==> config.mk <==
export PLATFORM = sky130hd
export DESIGN_NAME = xsw_modport
export DESIGN_NICKNAME = d
export VERILOG_FILES = /design/src/rtl/xsw_modport.sv
export SDC_FILE = /design/constraint.sdc
export NUM_CORES = 2
export LEC_CHECK = 0
export CAP_MARGIN = 5
export CELL_PAD_IN_SITES_DETAIL_PLACEMENT = 0
export CELL_PAD_IN_SITES_GLOBAL_PLACEMENT = 1
export CORE_MARGIN = 8
export CORE_UTILIZATION = 53
export DETAILED_ROUTE_END_ITERATION = 7
export GPL_TIMING_DRIVEN = 0
export PLACE_DENSITY_LB_ADDON = 0.1
export RECOVER_POWER = 100
export SYNTH_ARGS = -nofsm -noshare
export SYNTH_HDL_FRONTEND = slang
export SYNTH_SLANG_ARGS = --single-unit
==> constraint.sdc <==
create_clock -name clk -period 9.15 [get_ports clk]
set_input_delay 1.83 -clock clk [delete_from_list [all_inputs] [get_ports clk]]
set_output_delay 1.83 -clock clk [all_outputs]
set_load 0.02 [all_outputs]
==> src/rtl/xsw_modport.sv <==
// 8-port address-routed crossbar: each ingress word is steered to the egress port whose
// programmed address matches, and each egress port queues into a show-ahead FIFO.
module xsw_modport #(
    parameter int NPORTS   = 8,
    parameter int DEPTH    = 16,
    parameter int AE_LEVEL = 2,
    parameter int AF_LEVEL = 14
) (
    input  logic        clk,
    input  logic        reset,
    input  logic [63:0] addr_in,
    input  logic [63:0] data_in,
    input  logic [7:0]  wr_en,
    output logic [7:0]  data_rcv,
    output logic [63:0] addr_out,
    output logic [63:0] data_out,
    output logic [7:0]  data_rdy,
    input  logic [7:0]  rd_en,
    input  logic        port_en,
    input  logic        port_wr,
    input  logic [7:0]  port_sel,
    input  logic [15:0] port_addr,
    output logic [7:0]  fifo_empty,
    output logic [7:0]  fifo_full,
    output logic [7:0]  fifo_ae,
    output logic [7:0]  fifo_af
);
    localparam int PW = $clog2(DEPTH);
    localparam int CW = $clog2(DEPTH + 1);
    localparam int SW = $clog2(NPORTS);
    localparam logic [CW-1:0] FULL_CNT = CW'(DEPTH);
    localparam logic [CW-1:0] AE_CNT   = CW'(AE_LEVEL);
    localparam logic [CW-1:0] AF_CNT   = CW'(AF_LEVEL);

    logic [7:0]        paddr     [NPORTS];
    logic [15:0]       mem       [NPORTS][DEPTH];
    logic [PW-1:0]     wptr      [NPORTS];
    logic [PW-1:0]     rptr      [NPORTS];
    logic [CW-1:0]     count     [NPORTS];
    logic [CW-1:0]     count_nxt [NPORTS];
    logic [15:0]       win_word  [NPORTS];
    logic [NPORTS-1:0] claimed;
    logic [NPORTS-1:0] push;
    logic [NPORTS-1:0] pop;
    logic [NPORTS-1:0] accept;
    logic              hit;
    logic [SW-1:0]     tgt;
    logic              unused_bits;

    assign unused_bits = ^port_addr[15:8];

    // Lanes are visited in ascending order, so the first lane to claim an egress port wins.
    // A winner aimed at a full FIFO still blocks the losers, which are simply dropped.
    always_comb begin
        claimed = '0;
        accept  = '0;
        hit     = 1'b0;
        tgt     = '0;
        for (int j = 0; j < NPORTS; j++) win_word[j] = '0;
        for (int i = 0; i < NPORTS; i++) begin
            hit = 1'b0;
            tgt = '0;
            if (wr_en[i]) begin
                for (int j = NPORTS - 1; j >= 0; j--) begin
                    if (paddr[j] == addr_in[8*i +: 8]) begin
                        hit = 1'b1;
                        tgt = SW'(j);
                    end
                end
            end
            if (hit && !claimed[tgt]) begin
                claimed[tgt]  = 1'b1;
                win_word[tgt] = {addr_in[8*i +: 8], data_in[8*i +: 8]};
                accept[i]     = (count[tgt] != FULL_CNT);
            end
        end
    end

    always_comb begin
        for (int j = 0; j < NPORTS; j++) begin
            push[j] = claimed[j] && (count[j] != FULL_CNT);
            pop[j]  = rd_en[j] && (count[j] != '0);
            case ({push[j], pop[j]})
                2'b10:   count_nxt[j] = count[j] + 1'b1;
                2'b01:   count_nxt[j] = count[j] - 1'b1;
                default: count_nxt[j] = count[j];
            endcase
        end
    end

    always_ff @(posedge clk) begin
        if (reset) begin
            data_rcv   <= '0;
            fifo_empty <= '1;
            fifo_ae    <= '1;
            fifo_full  <= '0;
            fifo_af    <= '0;
            for (int j = 0; j < NPORTS; j++) begin
                paddr[j] <= 8'(j);
                wptr[j]  <= '0;
                rptr[j]  <= '0;
                count[j] <= '0;
            end
        end else begin
            data_rcv <= accept;
            for (int j = 0; j < NPORTS; j++) begin
                if (port_en && port_wr && port_sel[j]) paddr[j] <= port_addr[7:0];
                if (push[j]) wptr[j] <= wptr[j] + 1'b1;
                if (pop[j])  rptr[j] <= rptr[j] + 1'b1;
                count[j]      <= count_nxt[j];
                fifo_empty[j] <= (count_nxt[j] == '0);
                fifo_full[j]  <= (count_nxt[j] == FULL_CNT);
                fifo_ae[j]    <= (count_nxt[j] <= AE_CNT);
                fifo_af[j]    <= (count_nxt[j] >= AF_CNT);
            end
        end
    end

    // Storage carries no reset; the counts alone decide what is valid.
    always_ff @(posedge clk) begin
        for (int j = 0; j < NPORTS; j++) begin
            if (push[j]) mem[j][wptr[j]] <= win_word[j];
        end
    end

    always_comb begin
        for (int j = 0; j < NPORTS; j++) begin
            addr_out[8*j +: 8] = (count[j] != '0) ? mem[j][rptr[j]][15:8] : 8'h00;
            data_out[8*j +: 8] = (count[j] != '0) ? mem[j][rptr[j]][7:0]  : 8'h00;
        end
    end

    assign data_rdy = ~fifo_empty;

endmodule

# --- Word-level counts from Yosys, hierarchy flattened ---
# Memories as Yosys holds them, arrays and structs flattened.
# Cells that the tools add are included.
word_totals:
  input_bits: 172
  mem_count: 6
  rom_bits: 8
  ram_bits: 2216
  word_cells: 781
  latchBits: 0
  regBits: 40
  output_inout_bits: 176
memory_table:
  columns: ["memory", "depth", "word_bits", "rd", "rd_ports_with_merged_regs", "write_ports", "line", "text"]
  rows:
  - ["mem", 8, 256, 8, 0, 8, "36", "logic [15:0] mem [NPORTS][DEPTH];"]
  - ["paddr", 8, 8, 8, 0, 8, "35", "logic [7:0] paddr [NPORTS];"]
  - ["count", 8, 5, 16, 0, 8, "39", "logic [CW-1:0] count [NPORTS];"]
  - ["rptr", 8, 4, 8, 0, 8, "38", "logic [PW-1:0] rptr [NPORTS];"]
  - ["wptr", 8, 4, 8, 0, 8, "37", "logic [PW-1:0] wptr [NPORTS];"]
  - ["(name not given)", 8, 1, 1, 0, 0, "71", "if (hit && !claimed[tgt]) begin"]
op_classes:
  mul: 0
  magnitude_cmp: 72
  addsub: 32
  n_shift: 0
  reduce_logical: 89
  n_bitwise: 73
  muxes: 393
  eq_ne: 104
  div_mod_pow: 0
ops:
  columns: ["cell", "count"]
  rows:
  - ["2-to-1 mux 256 bit", 8]
  - ["2-to-1 mux 128 bit", 8]
  - ["bitwise mux 128 bit", 7]
  - ["binary-select mux 16 bit (select 4 bit)", 8]
  - ["demux 16 bit (select 4 bit)", 8]
  - ["equality test 8 bit", 64]
  - ["2-to-1 mux 16 bit", 32]
  - ["demux 16 bit (select 3 bit)", 8]
  - ["2-to-1 mux 8 bit", 32]
  - ["2-to-1 mux 3 bit", 72]
  - ["2-to-1 mux 1 bit", 163]
  - ["bitwise AND 128 bit", 1]
  - [">= comparator 5 bit, second input constant", 16]
  - ["inequality test 5 bit, second input constant", 16]
  - ["inverter 4 -> 5 bit", 16]
  - ["one-hot mux 5 bit (2 select lines)", 8]
  - ["adder 4 x 1 -> 4 bit, second input constant", 16]
  - ["2-to-1 mux 4 bit", 16]
  - ["logical AND 1 bit", 57]
  - ["OR 8 bit", 7]
  - ["adder 5 x 1 -> 5 bit, second input constant", 8]
  - ["equality test 5 bit, second input constant", 8]
  - [">= comparator 5 x 4 -> 1 bit, second input constant", 8]
  - ["<= comparator 5 x 2 -> 1 bit, second input constant", 8]
  - ["19 further kinds", 168]

# --- Logic depth before layout (Yosys ltp) ---
logic_depth:
  ltp_word: 55
  mapped_depth: 37
  mapped_depth_nobuf: 29

# --- Least setup slack after synthesis ---
# OpenSTA, ideal clock, no wires.
synth_path:
  kind: "input to register"
  start: "in addr_in[4]"
  end: "reg fifo_full[7]"
  t_arrival_ns: 8.187
  setup_time_ns: 0.061
  path_slack_ns: 0.902
  t_required_ns: 9.089
  path_buffers: 6
  cell_stages: 31
  cell_sequence: "buf_4 xor2_1 nor4_2 o211ai_1 a2111o_1 and2_1 buf_4 xnor2_1 a2bb2oi_2 nand4_1 or2_0 clkbuf_1 a311o_1 a221oi_2 o21a_1 and2_4 buf_6 nor4_2 o31ai_2 buf_2 ha_1 clkbuf_1 xor2_1 ha_1 o21ai_0 a21oi_1 a21oi_1 xor2_1 or3_1 a21oi_1 and4_1"
synth_via:
  elab_chain_cells: 54
  elab_cells_between_ends: 83
  cone_classes: "order compare: 2; eq/ne: 11; mux: 44; bitwise: 7; reduce/logical: 18; memory: 1"
synth_lines:
  columns: ["element", "line", "text"]
  rows:
  - ["from (decl)", "11", "input logic [63:0] addr_in,"]
  - ["equality test 8 bit", "65", "if (paddr[j] == addr_in[8*i +: 8]) begin"]
  - ["2-to-1 mux 3 bit (8 in a row)", "65", null]
  - ["2-to-1 mux 3 bit", "63", "if (wr_en[i]) begin"]
  - ["< comparator 3 x 4 -> 1 bit (not written as such) (tied with other cells)", "72", "claimed[tgt] = 1'b1;"]
  - ["logical AND 1 bit (not written as such) or 2-to-1 mux 1 bit (tied branches)", "72, 71", null]
  - ["2-to-1 mux 1 bit (not written as such) or logical NOT 1 bit (tied branches)", "72, 71", null]
  - ["demux 1 bit (select 3 bit) or logical AND 1 bit (tied branches)", "72, 71", null]
  - ["2-to-1 mux 8 bit *", "71", null]
  - ["(+31 left out)", null, null]
  - ["2-to-1 mux 1 bit (not written as such)", "71", null]
  - ["logical NOT 1 bit", "71", null]
  - ["logical AND 1 bit", "71", null]
  - ["2-to-1 mux 8 bit *", "71", null]
  - ["logical AND 1 bit *", "81", "push[j] = claimed[j] && (count[j] != FULL_CNT);"]
  - ["equality test 2 x 1 -> 1 bit or equality test 2 bit (tied branches)", "83", "case ({push[j], pop[j]})"]
  - ["one-hot mux 5 bit (2 select lines) *", "83", null]
  - ["equality test 5 bit *", "112", "fifo_full[j] <= (count_nxt[j] == FULL_CNT);"]
  - ["to (signal, indexed assignment)", "112", null]
  - ["to (decl)", "24", "output logic [7:0] fifo_full,"]
# Mark *: on every way between the ends. The rest lies on a longest branch, timed or not. The select of a mux whose other input is x is not followed.
# A chain may end at the register's enable or synchronous reset.

# --- Final worst setup path ---
layout_path:
  start: "in addr_in[44]"
  end: "reg fifo_ae[1]"
layout_via:
  elab_chain_cells: 30
  elab_cells_between_ends: 54
  cone_classes: "order compare: 3; eq/ne: 10; mux: 30; bitwise: 3; reduce/logical: 8"
layout_lines:
  columns: ["element", "line", "text"]
  rows:
  - ["equality test 8 bit", "65", null]
  - ["2-to-1 mux 3 bit (8 in a row)", "65", null]
  - ["2-to-1 mux 3 bit", "63", null]
  - ["< comparator 3 x 4 -> 1 bit (not written as such) or >= comparator 3 x 1 -> 1 bit (tied branches)", "72", null]
  - ["logical AND 1 bit (not written as such)", "72", null]
  - ["2-to-1 mux 1 bit (not written as such)", "72", null]
  - ["demux 1 bit (select 3 bit)", "72", null]
  - ["OR 8 bit (no line)", null, null]
  - ["(+7 left out)", null, null]
  - ["2-to-1 mux 1 bit (not written as such)", "71", null]
  - ["logical NOT 1 bit", "71", null]
  - ["logical AND 1 bit", "71", null]
  - ["2-to-1 mux 8 bit *", "71", null]
  - ["logical AND 1 bit *", "81", null]
  - ["equality test 2 x 1 -> 1 bit or equality test 2 bit (tied branches)", "83", null]
  - ["one-hot mux 5 bit (2 select lines) *", "83", null]
  - ["<= comparator 5 x 2 -> 1 bit *", "113", "fifo_ae[j] <= (count_nxt[j] <= AE_CNT);"]
  - ["to (signal, indexed assignment)", "113", null]
  - ["to (decl)", "25", "output logic [7:0] fifo_ae,"]
# Marks and branches as above.

==> metrics.md <==
| Metric | Value |
|---|---|
| Register bit count reported by yosys | `2256` |
| Initial antenna violation count | `73` |
| Vias in the first global route | `65099` |
| Clock Skew | `just over 0.08 ns` |
| WP data arrival | `9.90 ns` |
| P_leak | `between 0.04 and 0.05 uW` |
| Required @ worst endpoint | `about 9.9 ns` |
| Post-DP HPWL | `about 260000 um` |
| Power Density | `204.2 nW/um^2` |
| Die X-Extent | `between 400 and 500 um` |
| Core Region | `197200 sq um` |
| Via count | `slightly below 70000` |
| PnR worst setup slack | `-0.002470 ns` |
| Dominant cells by area after synthesis | `edfxtp_1, mux4_2, xor2_1` |
| Grt total ovfl | `0` |
| Global-route wire length before repair | `approximately 510000 um` |
| Worst skew pair latency | `roughly 0.91 ns` |
| Setup Viol. Count Final | `1` |
| CP most frequent cell | `nor2_1` |
| CTS tree | `done` |
| Worst path slowest cell | `or4_1` |
| Top-area cell type share of the netlist area | `just over 60%` |
| Syn_nets | `between 6000 and 7000` |
| Synth Flop Type | `edfxtp_1` |
| GRT met3 Usage | `roughly 8%` |
| CTS root buf | `clkbuf_16` |
| Drt wl/cell | `approximately 37 um` |
| Hold Crit Class | `reg -> reg` |
| Area grow syn2layout | `14.50%` |
| CP peak stage delay | `0.61 ns` |
| Cell count of the worst reg-to-reg path | `31` |
| Dpl cells | `between 9000 and 10000` |
| CTS Buf Count | `around 220` |
| Ys async rst share | `0%` |
| Final ANT Viol Nets | `0` |
| Period utilization | `100.0%` |
| Status | `finished, violations left` |
| Crit path time final | `between 9 and 10 ns` |
| Vias per cell | `6.703` |
| Die height | `roughly 460 um` |
| Peak VDD IR | `between 150 and 200 uV` |
| GRT busiest layer | `met2` |
| Starting density of the core | `53.33%` |
| Place WS | `-3.109 ns` |
| Final hold violation count | `0` |
| Dpl cell area | `between 100000 and 150000 sq um` |
| Met2 GRT Util | `roughly half` |
| Finished Layout Cells | `between 10000 and 15000` |
| Row count | `about 160` |
| Least-Margin Pin Slew | `roughly 2.0 ns` |
| Worst slew margin | `-36.28%` |
| Final-stage net count | `around 7400` |
| Post-Syn Instances | `6637` |
| Largest buffer count on any clock path | `3` |
| Mapped Area | `~110000 sq um` |
| Worst setup SP type | `input port` |
| Yosys warnings | `0` |
| CTS sink count | `approximately 2300` |
| Met1 Use GR | `46.82%` |
| RD Place Congestion | `1.040` |
| Final count of pins violating max slew | `roughly 120` |
| Largest net degree at the start of global routing | `19` |
| Port bufs | `211` |
| Drt drc | `68` |
| Fin area | `120400 sq um` |
| Post-synth top area cell | `edfxtp_1` |
| Crit path buffers/inverters | `9` |
| H-tree depth | `4` |
| Max Fclk | `0.1093 GHz` |
| GRT Overall Usage | `approximately 34%` |
| Max_cap viols | `11` |
| Power Total | `around 25000 uW` |
| Clk slew on worst S/H paths | `0.06 ns` |
| Fillcell total | `about 15000` |
| CP Max Fanout | `10` |
| Layout cells sized above 1 | `21.09%` |
| Die area | `about 210000 sq um` |
| Hold path cells | `2` |
| First-pass DRT Iterations | `8` |
| DRT Wirelength | `~370000 um` |
| CP Class | `in -> reg` |
| Crit path capture type | `register` |
| Average size of a mapped cell | `roughly 16 sq um` |
| Ports | `between 300 and 400` |
| CTS hold repair buffers | `0` |
| Sum Neg Setup Slack | `-0.002470 ns` |
| Sequential area share after synthesis | `a little under two thirds` |
| Stages on the worst setup path | `32` |
| Post-synth cell types | `122` |
| Critical path's top delay family | `simple AND/OR/NAND/NOR gates` |
| Failing checks | `design-rule violations, max-capacitance violations, max-slew violations, negative setup slack` |
| EDFF count, synth | `about 2200` |
| Initial DRC count | `around 10000` |
synth_stat cells, drive strengths merged (13+ instances only):
library cell	number
a221o	156
edfxtp	2176
o22ai	13
and3	112
nand3b	13
nor4	99
nor2	306
a221oi	47
a22o	22
a21o	43
a22oi	25
a31oi	17
xor2	352
dfxtp	80
a211oi	29
mux4	641
and2	55
a222oi	89
or2	42
nor2b	171
nor3	95
ha	65
o211ai	16
nand4	73
buf	289
inv	75
clkbuf	291
nand2	528
xnor2	249
nand3	109
a21oi	91
o21ai	74
worst min-delay path: stages (launching register included):
cell     delay [ns]
dfxtp_1        0.35
o21ai_0        0.11
a21oi_2        0.09
logic make-up (layout without fill, tap and decap cells):
family          count (synthesis)  after routing  share of synthesized area, %
compound gates                743            743                         5.886
xor+xnor                      601            601                         5.005
fa+ha+maj                      65             65                        0.7732
buf+inv                       658           1391                         2.856
flops                        2256           2256                         63.65
mux                           655            655                         13.87
other cells                     0             48                             0
simple gates                 1659           1659                         7.963
metal layers:
| layer | part of all wire (%) | wire length [um] | up-vias |
|---|---|---|---|
| met5 | 0.013 | 47 | - |
| met4 | 5.6 | 20920 | 8 |
| met3 | 9.9 | 36970 | 955 |
| met2 | 45 | 169300 | 4108 |
| met1 | 39 | 145100 | 34957 |
| li1 | - | - | 27392 |
final timing paths:
path	start	end	slack [ns]
worst max-delay path	addr_in[44]	fifo_ae[1]	-0.002
worst max register to register	paddr[1][27]	fifo_empty[1]	0.66
worst min-delay path	count[7][4]	count[7][4]	0.61
worst min register to register	count[7][4]	count[7][4]	0.61
state kept, by name (all words and copies together) (netlist names):
register,cells
mem,2048
wptr,32
fifo_af,8
data_rcv,8
fifo_ae,8
paddr,64
fifo_full,8
fifo_empty,8
count,40
rptr,32
power breakdown:
part	total (uW)	internal [uW]	switching (uW)	leakage, uW
clock network	8980	5050	3920	0.00350
logic	4170	1700	2470	0.0155
registers	11400	11400	76.2	0.0221
per-stage QoR:
stage / util (%) / hold WS (ns)
final: 61.06 / 0.6121
after global routing: 61.05 / 0.6527
after CTS: 60.81 / 0.6375
after detailed placement: 56.90 / 0.6344
after global placement: 56.08 / 0.6100
after floorplan: - / 0.5455
what timing repair did:
| item | in CTS | in global routing |
|---|---|---|
| buffers inserted | 10 | 11 |
| gates resized for setup | 107 | 74 |
| endpoints found under the setup margin | 829 | 39 |
| pin swaps | 9 | 11 |
final cells by class:
class                           count  area, sq um  area share [%]
Multi-Input combinational cell   3723        36110           29.98
Clock buffer                      281         5779           4.799
Buffer                            573         2830           2.350
Clock inverter                    122         1421           1.180
Timing Repair Buffer              337         3628           3.013
Antenna cell                       48        120.1         0.09974
Tap cell                         2640         3303           2.743
Sequential cell                  2256        66940           55.59
Inverter                           78        292.8          0.2431
cell usage in the layout, fill, tap and decap left out, types with 45 or more instances in the layout:
cell,instances
clkinv_2,45
nand4_1,71
nand2_1,523
clkbuf_1,306
xnor2_1,249
nor2b_1,168
a222oi_1,89
nor3_1,49
buf_6,72
buf_1,100
clkbuf_16,216
xor2_1,352
o21ai_0,49
ha_1,62
a221o_1,156
inv_1,75
and2_1,48
nand3_1,108
nor2_1,268
edfxtp_1,2176
clkdlybuf4s50_1,162
dlygate4sd3_1,49
mux4_2,641
and3_1,111
diode_2,48
buf_4,94
buf_2,87
nor4_1,75
dfxtp_1,80
a21oi_1,87
(Power assumes the default switching activity.)
